### src/rtl/demux_rr_sched_if.sv
// Handshake bundle between the upstream word source, the scheduler
// and the four demultiplexed sink channels.
interface demux_rr_sched_if #(
  parameter int WIDTH = 8
);
  logic             in_valid;
  logic             in_ready;
  logic [WIDTH-1:0] in_data;
  logic [3:0]       en;
  logic [3:0]       out_ready;
  logic [3:0]       out_valid;
  logic [WIDTH-1:0] out_data;
  logic [1:0]       sel;
  logic             busy;
  logic [7:0]       deliv_cnt;

  modport master (
    output in_valid,
    output in_data,
    output en,
    output out_ready,
    input  in_ready,
    input  out_valid,
    input  out_data,
    input  sel,
    input  busy,
    input  deliv_cnt
  );

  modport slave (
    input  in_valid,
    input  in_data,
    input  en,
    input  out_ready,
    output in_ready,
    output out_valid,
    output out_data,
    output sel,
    output busy,
    output deliv_cnt
  );
endinterface

### src/rtl/demux_rr_sched.sv
// Round-robin scheduler for a 1-to-4 demux: one buffered word,
// rotating start pointer, enable-masked channel pick.
module demux_rr_sched #(
  parameter int WIDTH = 8
) (
  input logic             clk,
  input logic             rst_n,
  demux_rr_sched_if.slave bus
);
  localparam logic [1:0] EMPTY   = 2'd0;
  localparam logic [1:0] PRESENT = 2'd1;
  localparam logic [1:0] STALL   = 2'd2;

  logic [1:0]       state;
  logic [1:0]       ptr;
  logic [1:0]       sel;
  logic [WIDTH-1:0] word_q;
  logic [7:0]       cnt;

  logic       fire;
  logic       rdy;
  logic       accept;
  logic [1:0] start;
  logic [1:0] idx;
  logic [1:0] pick;
  logic       found;

  // Search from the pointer when idle or stalled, else just past sel;
  // descending loop leaves the nearest enabled channel in pick.
  always_comb begin
    fire   = (state == PRESENT) && bus.out_ready[sel];
    rdy    = (state == EMPTY) || fire;
    accept = bus.in_valid && rdy && rst_n;
    start  = (state == PRESENT) ? sel + 2'd1 : ptr;
    found  = 1'b0;
    pick   = start;
    idx    = start;
    for (int i = 3; i >= 0; i--) begin
      idx = start + 2'(i);
      if (bus.en[idx]) begin
        found = 1'b1;
        pick  = idx;
      end
    end
  end

  always_ff @(posedge clk or negedge rst_n) begin
    if (!rst_n) begin
      state  <= EMPTY;
      ptr    <= 2'd0;
      sel    <= 2'd0;
      word_q <= '0;
      cnt    <= 8'd0;
    end else begin
      if (accept) begin
        word_q <= bus.in_data;
        if (found) begin
          sel   <= pick;
          state <= PRESENT;
        end else begin
          state <= STALL;
        end
      end else if (fire) begin
        state <= EMPTY;
      end else if (state == STALL && found) begin
        sel   <= pick;
        state <= PRESENT;
      end
      if (fire) begin
        ptr <= sel + 2'd1;
        cnt <= cnt + 8'd1;
      end
    end
  end

  assign bus.in_ready  = rdy && rst_n;
  assign bus.out_valid = (state == PRESENT) ? (4'b0001 << sel) : 4'b0000;
  assign bus.out_data  = (state == PRESENT) ? word_q : '0;
  assign bus.sel       = sel;
  assign bus.busy      = (state != EMPTY);
  assign bus.deliv_cnt = cnt;
endmodule

### src/flat_wrapper.sv
// flat-port wrapper written by rule: the top's interface ports become plain ports
module demux_rr_sched_flat 
#(
  parameter int WIDTH = 8
)
  (clk, rst_n, bus_in_valid, bus_in_data, bus_en, bus_out_ready, bus_in_ready, bus_out_valid, bus_out_data, bus_sel, bus_busy, bus_deliv_cnt);
  demux_rr_sched_if #(.WIDTH(WIDTH)) bus_i ();
  input logic clk;
  input logic rst_n;
  input wire logic [$bits(bus_i.in_valid)-1:0] bus_in_valid;
  input wire logic [$bits(bus_i.in_data)-1:0] bus_in_data;
  input wire logic [$bits(bus_i.en)-1:0] bus_en;
  input wire logic [$bits(bus_i.out_ready)-1:0] bus_out_ready;
  output wire logic [$bits(bus_i.in_ready)-1:0] bus_in_ready;
  output wire logic [$bits(bus_i.out_valid)-1:0] bus_out_valid;
  output wire logic [$bits(bus_i.out_data)-1:0] bus_out_data;
  output wire logic [$bits(bus_i.sel)-1:0] bus_sel;
  output wire logic [$bits(bus_i.busy)-1:0] bus_busy;
  output wire logic [$bits(bus_i.deliv_cnt)-1:0] bus_deliv_cnt;
  assign bus_i.in_valid = bus_in_valid;
  assign bus_i.in_data = bus_in_data;
  assign bus_i.en = bus_en;
  assign bus_i.out_ready = bus_out_ready;
  assign bus_in_ready = bus_i.in_ready;
  assign bus_out_valid = bus_i.out_valid;
  assign bus_out_data = bus_i.out_data;
  assign bus_sel = bus_i.sel;
  assign bus_busy = bus_i.busy;
  assign bus_deliv_cnt = bus_i.deliv_cnt;
  demux_rr_sched #(.WIDTH(WIDTH)) u_core (.clk(clk), .rst_n(rst_n), .bus(bus_i));
endmodule
### config.mk
export PLATFORM = sky130hd
export DESIGN_NAME = demux_rr_sched_flat
export DESIGN_NICKNAME = d
export VERILOG_FILES = /design/src/rtl/demux_rr_sched_if.sv /design/src/rtl/demux_rr_sched.sv /design/src/flat_wrapper.sv
export SDC_FILE = /design/constraint.sdc
export NUM_CORES = 1
export LEC_CHECK = 0
export CAP_MARGIN = 20
export CORE_MARGIN = 4
export CORE_UTILIZATION = 30
export DETAILED_ROUTE_END_ITERATION = 7
export SYNTH_ARGS = -nofsm -noshare
export SYNTH_HDL_FRONTEND = slang
export SYNTH_SLANG_ARGS = --single-unit
### constraint.sdc
create_clock -name clk -period 2.8 [get_ports clk]
set_input_delay 0.56 -clock clk [delete_from_list [all_inputs] [get_ports clk]]
set_output_delay 0.56 -clock clk [all_outputs]
set_load 0.01 [all_outputs]
# Yosys cells after proc, flatten, opt, wreduce, memory -nomap -nowiden
# Index checks and enable logic that the tools add are counted.
# word_totals
regBits	22
inputBits	19
output_inout_bits	24
elab_cells	60
# op_classes
n_addsub	5
magnitude_cmp	5
eq_ne	4
shifts	1
n_mux	29
n_reduce_logical	11
# op_table
cell	count
$mux 2	13
$lt 2x3->1 const B	5
$bmux 1 s2	5
$mux 1	9
$add 8x1->8 const B	1
$mux 8	1
$logic_and 1x1->1	5
$add 2x1->2 const B	2
$add 2x2->2 const B	2
$mux 4	1
$ne 2x2->1 const B	2
$reduce_bool 2->1	2
$shl 1x2->4 const A	1
$reduce_and 3->1	1
$reduce_bool 3->1	1
$eq 2x1->1 const B	1
$eq 2x2->1 const B	1
$logic_not 2->1	1
$logic_or 1x1->1	1

# Depth between registers and ports, before layout
# depth
depth_word	13
depth_mapped	7
mapped_depth_nobuf	7

# Least setup slack after synthesis
# Ideal clock, no wire load.
# synth_path
path_type	reg2reg
from	register u_core.sel[0], in the netlist u_core.bus.sel[0]
to	register u_core.sel[0], in the netlist u_core.bus.sel[0]
setup_ns	0.125
arrival_time_ns	1.842
t_required_ns	2.675
path_slack_ns	0.834
path_stages_with_launch	8
n_path_buf	0
synth_period_minus_slack_ns	1.966
cell_sequence	dfrtp_1 inv_1 ha_1 and4bb_2 a31oi_1 a22o_1 a221oi_1 mux2_2
# synth_between
elab_chain_len	12
word_cells_on_any_way	36
cone_classes	4 x add/sub; 2 x eq/ne; 23 x mux; 7 x reduce/logical
# synth_lines
element	line	rtl
start: declaration	demux_rr_sched.sv:16	logic [1:0] sel;
start signal: assignment	demux_rr_sched.sv:58	sel <= pick;
start signal: assignment	demux_rr_sched.sv:66	sel <= pick;
$add 2x1->2	demux_rr_sched.sv:34	start = (state == PRESENT) ? sel + 2'd1 : ptr;
$mux 2	demux_rr_sched.sv:34	
$add 2x2->2	demux_rr_sched.sv:39	idx = start + 2'(i);
$bmux 1 s2	demux_rr_sched.sv:40	if (bus.en[idx]) begin
$mux 1 (not written as such)	demux_rr_sched.sv:40	
$mux 2 or $mux 1 (tied branches) (4 in a row)	demux_rr_sched.sv:40	
$mux 2 or $logic_and 1x1->1 (tied branches)	demux_rr_sched.sv:65	end else if (state == STALL && found) begin
$mux 2 or $reduce_bool 2->1 (tied branches)	n/a	
$mux 2 or $reduce_and 3->1 (tied branches)	n/a	
# Several ways; a longest one is shown, not always the timed one. The select of a mux whose other input is x is not followed.
# A chain may end at the register's enable or synchronous reset.

# Worst setup path in the final report
# layout_path
from	input port bus_out_ready[3]
to	output port bus_in_ready
# layout_between
elab_chain_len	5
# layout_lines
element	line	rtl
start: declaration	flat_wrapper.sv:13	input wire logic [$bits(bus_i.out_ready)-1:0] bus_out_ready;
$bmux 1 s2	demux_rr_sched.sv:31	fire = (state == PRESENT) && bus.out_ready[sel];
$mux 1 (not written as such)	demux_rr_sched.sv:31	
$logic_and 1x1->1	demux_rr_sched.sv:31	
$logic_or 1x1->1	demux_rr_sched.sv:32	rdy = (state == EMPTY) || fire;
$logic_and 1x1->1	demux_rr_sched.sv:76	assign bus.in_ready = rdy && rst_n;
end: declaration	flat_wrapper.sv:14	output wire logic [$bits(bus_i.in_ready)-1:0] bus_in_ready;
# Every way passes these cells. The select of a mux whose other input is x is not followed.

==> results.json <==
{
  "grt_pass1_vias": 1161,
  "die_y_um": 74.0,
  "rsz0062_at_grt": "false",
  "overflow": 0,
  "path_class": "input pin to output pin",
  "critical-path-slowest-cell": "mux4_2",
  "grt_antenna_before_repair": 0,
  "startpoint_type": "input pin",
  "synth_area_um2": 1310,
  "die_area_um2": 5470,
  "n_fill_cell": 372,
  "p_leak_nw": 0.819,
  "totalWireLength_mm": 3.04,
  "clk_pin_slew_worst_paths_ps": 80,
  "cp_common_cell": "clkdlybuf4s50_1",
  "ios": 43,
  "whs_path_depth": 1,
  "timing.final.crit_share": 0.965,
  "grt_max_degree": 25,
  "period_needed_ps": 2700,
  "finalSetupViolations": 0,
  "clock_latency_ps": 260,
  "final_util": 0.455,
  "post_cts_buffers": 0,
  "num_rows": 23,
  "crit_arrival_ps": 2140,
  "cts_repair_resize_count": 0,
  "wl_met2_mm": 1.24,
  "wl_met1_mm": 1.53,
  "vias": 1086,
  "final_net_count": 194,
  "cts_sinks": 22,
  "relSlewSlack": 0.620,
  "synth_seq_cells": 22,
  "p_per_area_nw_per_um2": 956,
  "yosysUniqueCellTypes": 39,
  "r2r_cells": 8,
  "maxCapViolCount": 0,
  "min_path_type": "flop to flop",
  "synth_warnings": 0,
  "worstPathRequired_ps": 2240,
  "hold_viol": 0,
  "n_antenna_cell": 0,
  "route.met3.wl_um": 232,
  "outcome": "completed",
  "routed_via_density": 4.96,
  "fp.dieW_um": 74.0,
  "synthesis.nets": 145,
  "dr.pass1.iters": 4,
  "critPathMaxStageDelay_ps": 510,
  "endpoint_kind": "output pin",
  "track_usage": 0.122,
  "numCtsBuffers": 3,
  "hpwl_mm": 2.38,
  "drtIter0Drc": 66,
  "post_route_cells_drive_above_1_share": 0.154,
  "fmax_mhz": 370,
  "grt_pass1_wl_mm": 5.21,
  "final_max_slew_viol_count": 0,
  "ys_seq_area_frac": 0.421,
  "wl_per_cell_um": 13.9,
  "cts_tree": "yes",
  "whs_ps": 486,
  "worst_slew_pin_slew_ps": 565,
  "cp_max_fo": 2,
  "ant_nets": 0,
  "syn_inst": 121,
  "avgSynthCellArea_um2": 10.8,
  "gp_congestion": 0.774,
  "ctsHoldBuffers": 0,
  "io_buffers": 42,
  "fin_tns_setup_ps": 0,
  "crit_path_cell_trace": "clkdlybuf4s50_1 -> mux4_2 -> nand2_2 -> a21boi_0 -> clkdlybuf4s50_1",
  "dp_cells": 215,
  "total_power_w": 0.00179,
  "top_layer": "met4",
  "fin_cells": 219,
  "skew_ps": 7.45,
  "drc_errors": 0,
  "start_util": 0.317,
  "cts_buffer_depth": 2,
  "areaGrowthSynthToFinish_pct": 43.5,
  "htree_levels": 1,
  "peakVddDrop_uv": 313,
  "coreArea_um2": 4120,
  "cts_root_buf": "clkbuf_8"
}
cell usage after synthesis (all sizes together):
library cell | count | area, um^2
clkbuf | 2 | 8.75
ha | 5 | 62.6
mux2 | 11 | 154
a31oi | 1 | 6.26
and4bb | 1 | 12.5
o21ai | 6 | 30.0
or2 | 2 | 12.5
xor2 | 1 | 8.76
a22o | 1 | 8.76
nand4 | 2 | 12.5
inv | 5 | 18.8
nor4 | 1 | 6.26
nand2b | 1 | 6.26
a21oi | 2 | 10.0
xnor2 | 6 | 52.6
nor3 | 2 | 10.0
a21boi | 1 | 7.51
mux4 | 1 | 22.5
nand2 | 7 | 28.8
o41ai | 1 | 8.76
nand3 | 3 | 15.0
o22ai | 1 | 6.26
o31ai | 2 | 15.0
o211a | 1 | 10.0
and2 | 12 | 75.1
a221oi | 1 | 8.76
or3 | 1 | 6.26
o21a | 1 | 7.51
mux2i | 4 | 40.0
and4 | 1 | 8.76
nor2b | 1 | 6.26
buf | 2 | 22.5
nor2 | 9 | 33.8
dfrtp | 22 | 551
o211ai | 1 | 12.5
flip-flops by register name (all words and copies together) (netlist names):
| name | flops |
|---|---|
| u_core.ptr | 2 |
| u_core.state | 2 |
| u_core.word_q | 8 |
| u_core.bus.deliv_cnt | 8 |
| u_core.bus.sel | 2 |
layout make-up:
cell class / instances / area [um^2] / area share
Clock buffer: 3 / 41.3 / 0.0220
Clock inverter: 1 / 30.0 / 0.0160
Inverter: 5 / 18.8 / 0.0100
Multi-Input combinational cell: 90 / 706 / 0.377
Sequential cell: 22 / 551 / 0.294
Tap cell: 50 / 62.6 / 0.0334
Timing Repair Buffer: 48 / 465 / 0.248
layer usage:
layer  vias up  global-route usage
met5         -                   0
met2        46               0.187
met1       514               0.169
met4         0              0.0523
met3         4              0.0203
li1        522                   -
worst max-delay path: cells and delay by family:
family / cells / cell delay [ps]
and+or+nand+nor: 1 / 100
buffers and inverters: 2 / 900
muxes: 1 / 510
AOI/OAI and AO/OA: 1 / 80
cell usage in the layout, fill, tap and decap left out, drive strengths merged, types with 2 or more instances in the layout:
master,n
nand2,7
nand3,3
nor3,2
clkdlybuf4s50,42
nor2,9
or2,2
a21oi,2
and2,12
mux2i,4
dfrtp,22
ha,5
inv,5
buf,6
mux2,11
clkbuf,3
o31ai,2
nand4,2
xnor2,6
o21ai,6
stage by stage:
| step | instance area [um^2] | worst slack, ps |
|---|---|---|
| after detailed placement | 1800 | 76.2 |
| after global placement | 1800 | 99.4 |
| after floorplan | 1310 | 834 |
| after CTS | 1870 | 75.5 |
| final | 1870 | 98.4 |
| after global routing | 1870 | 13.6 |
cell families (layout without fill, tap and decap cells):
| family | Yosys count | after routing | synth area share |
|---|---|---|---|
| compound gates | 19 | 19 | 0.101 |
| mux | 16 | 16 | 0.166 |
| xor+xnor | 7 | 7 | 0.0469 |
| flops | 22 | 22 | 0.421 |
| fa+ha+maj | 5 | 5 | 0.0479 |
| simple gates | 43 | 43 | 0.179 |
| buf+inv | 9 | 57 | 0.0383 |
power breakdown:
| part | switching, W | internal (W) | total, W |
|---|---|---|---|
| logic | 0.000395 | 0.000536 | 0.000932 |
| registers | 0.000126 | 0.000439 | 0.000565 |
| clock network | 0.000105 | 0.000191 | 0.000296 |
| total | 0.000626 | 0.00117 | 0.00179 |
worst paths after layout:
check | startpoint | end | slack (ps)
worst max-delay path | bus_out_ready[3] | bus_in_ready | 100
worst min-delay path | u_core.bus.deliv_cnt[7] | u_core.bus.deliv_cnt[7] | 490
worst max register to register | u_core.bus.sel[0] | u_core.bus.sel[1] | 660
worst min register to register | u_core.bus.deliv_cnt[7] | u_core.bus.deliv_cnt[7] | 490
max in group asynchronous | rst_n | u_core.ptr[1] | 1870
min in group asynchronous | rst_n | u_core.bus.deliv_cnt[5] | 700
(Power assumes the default switching activity.)
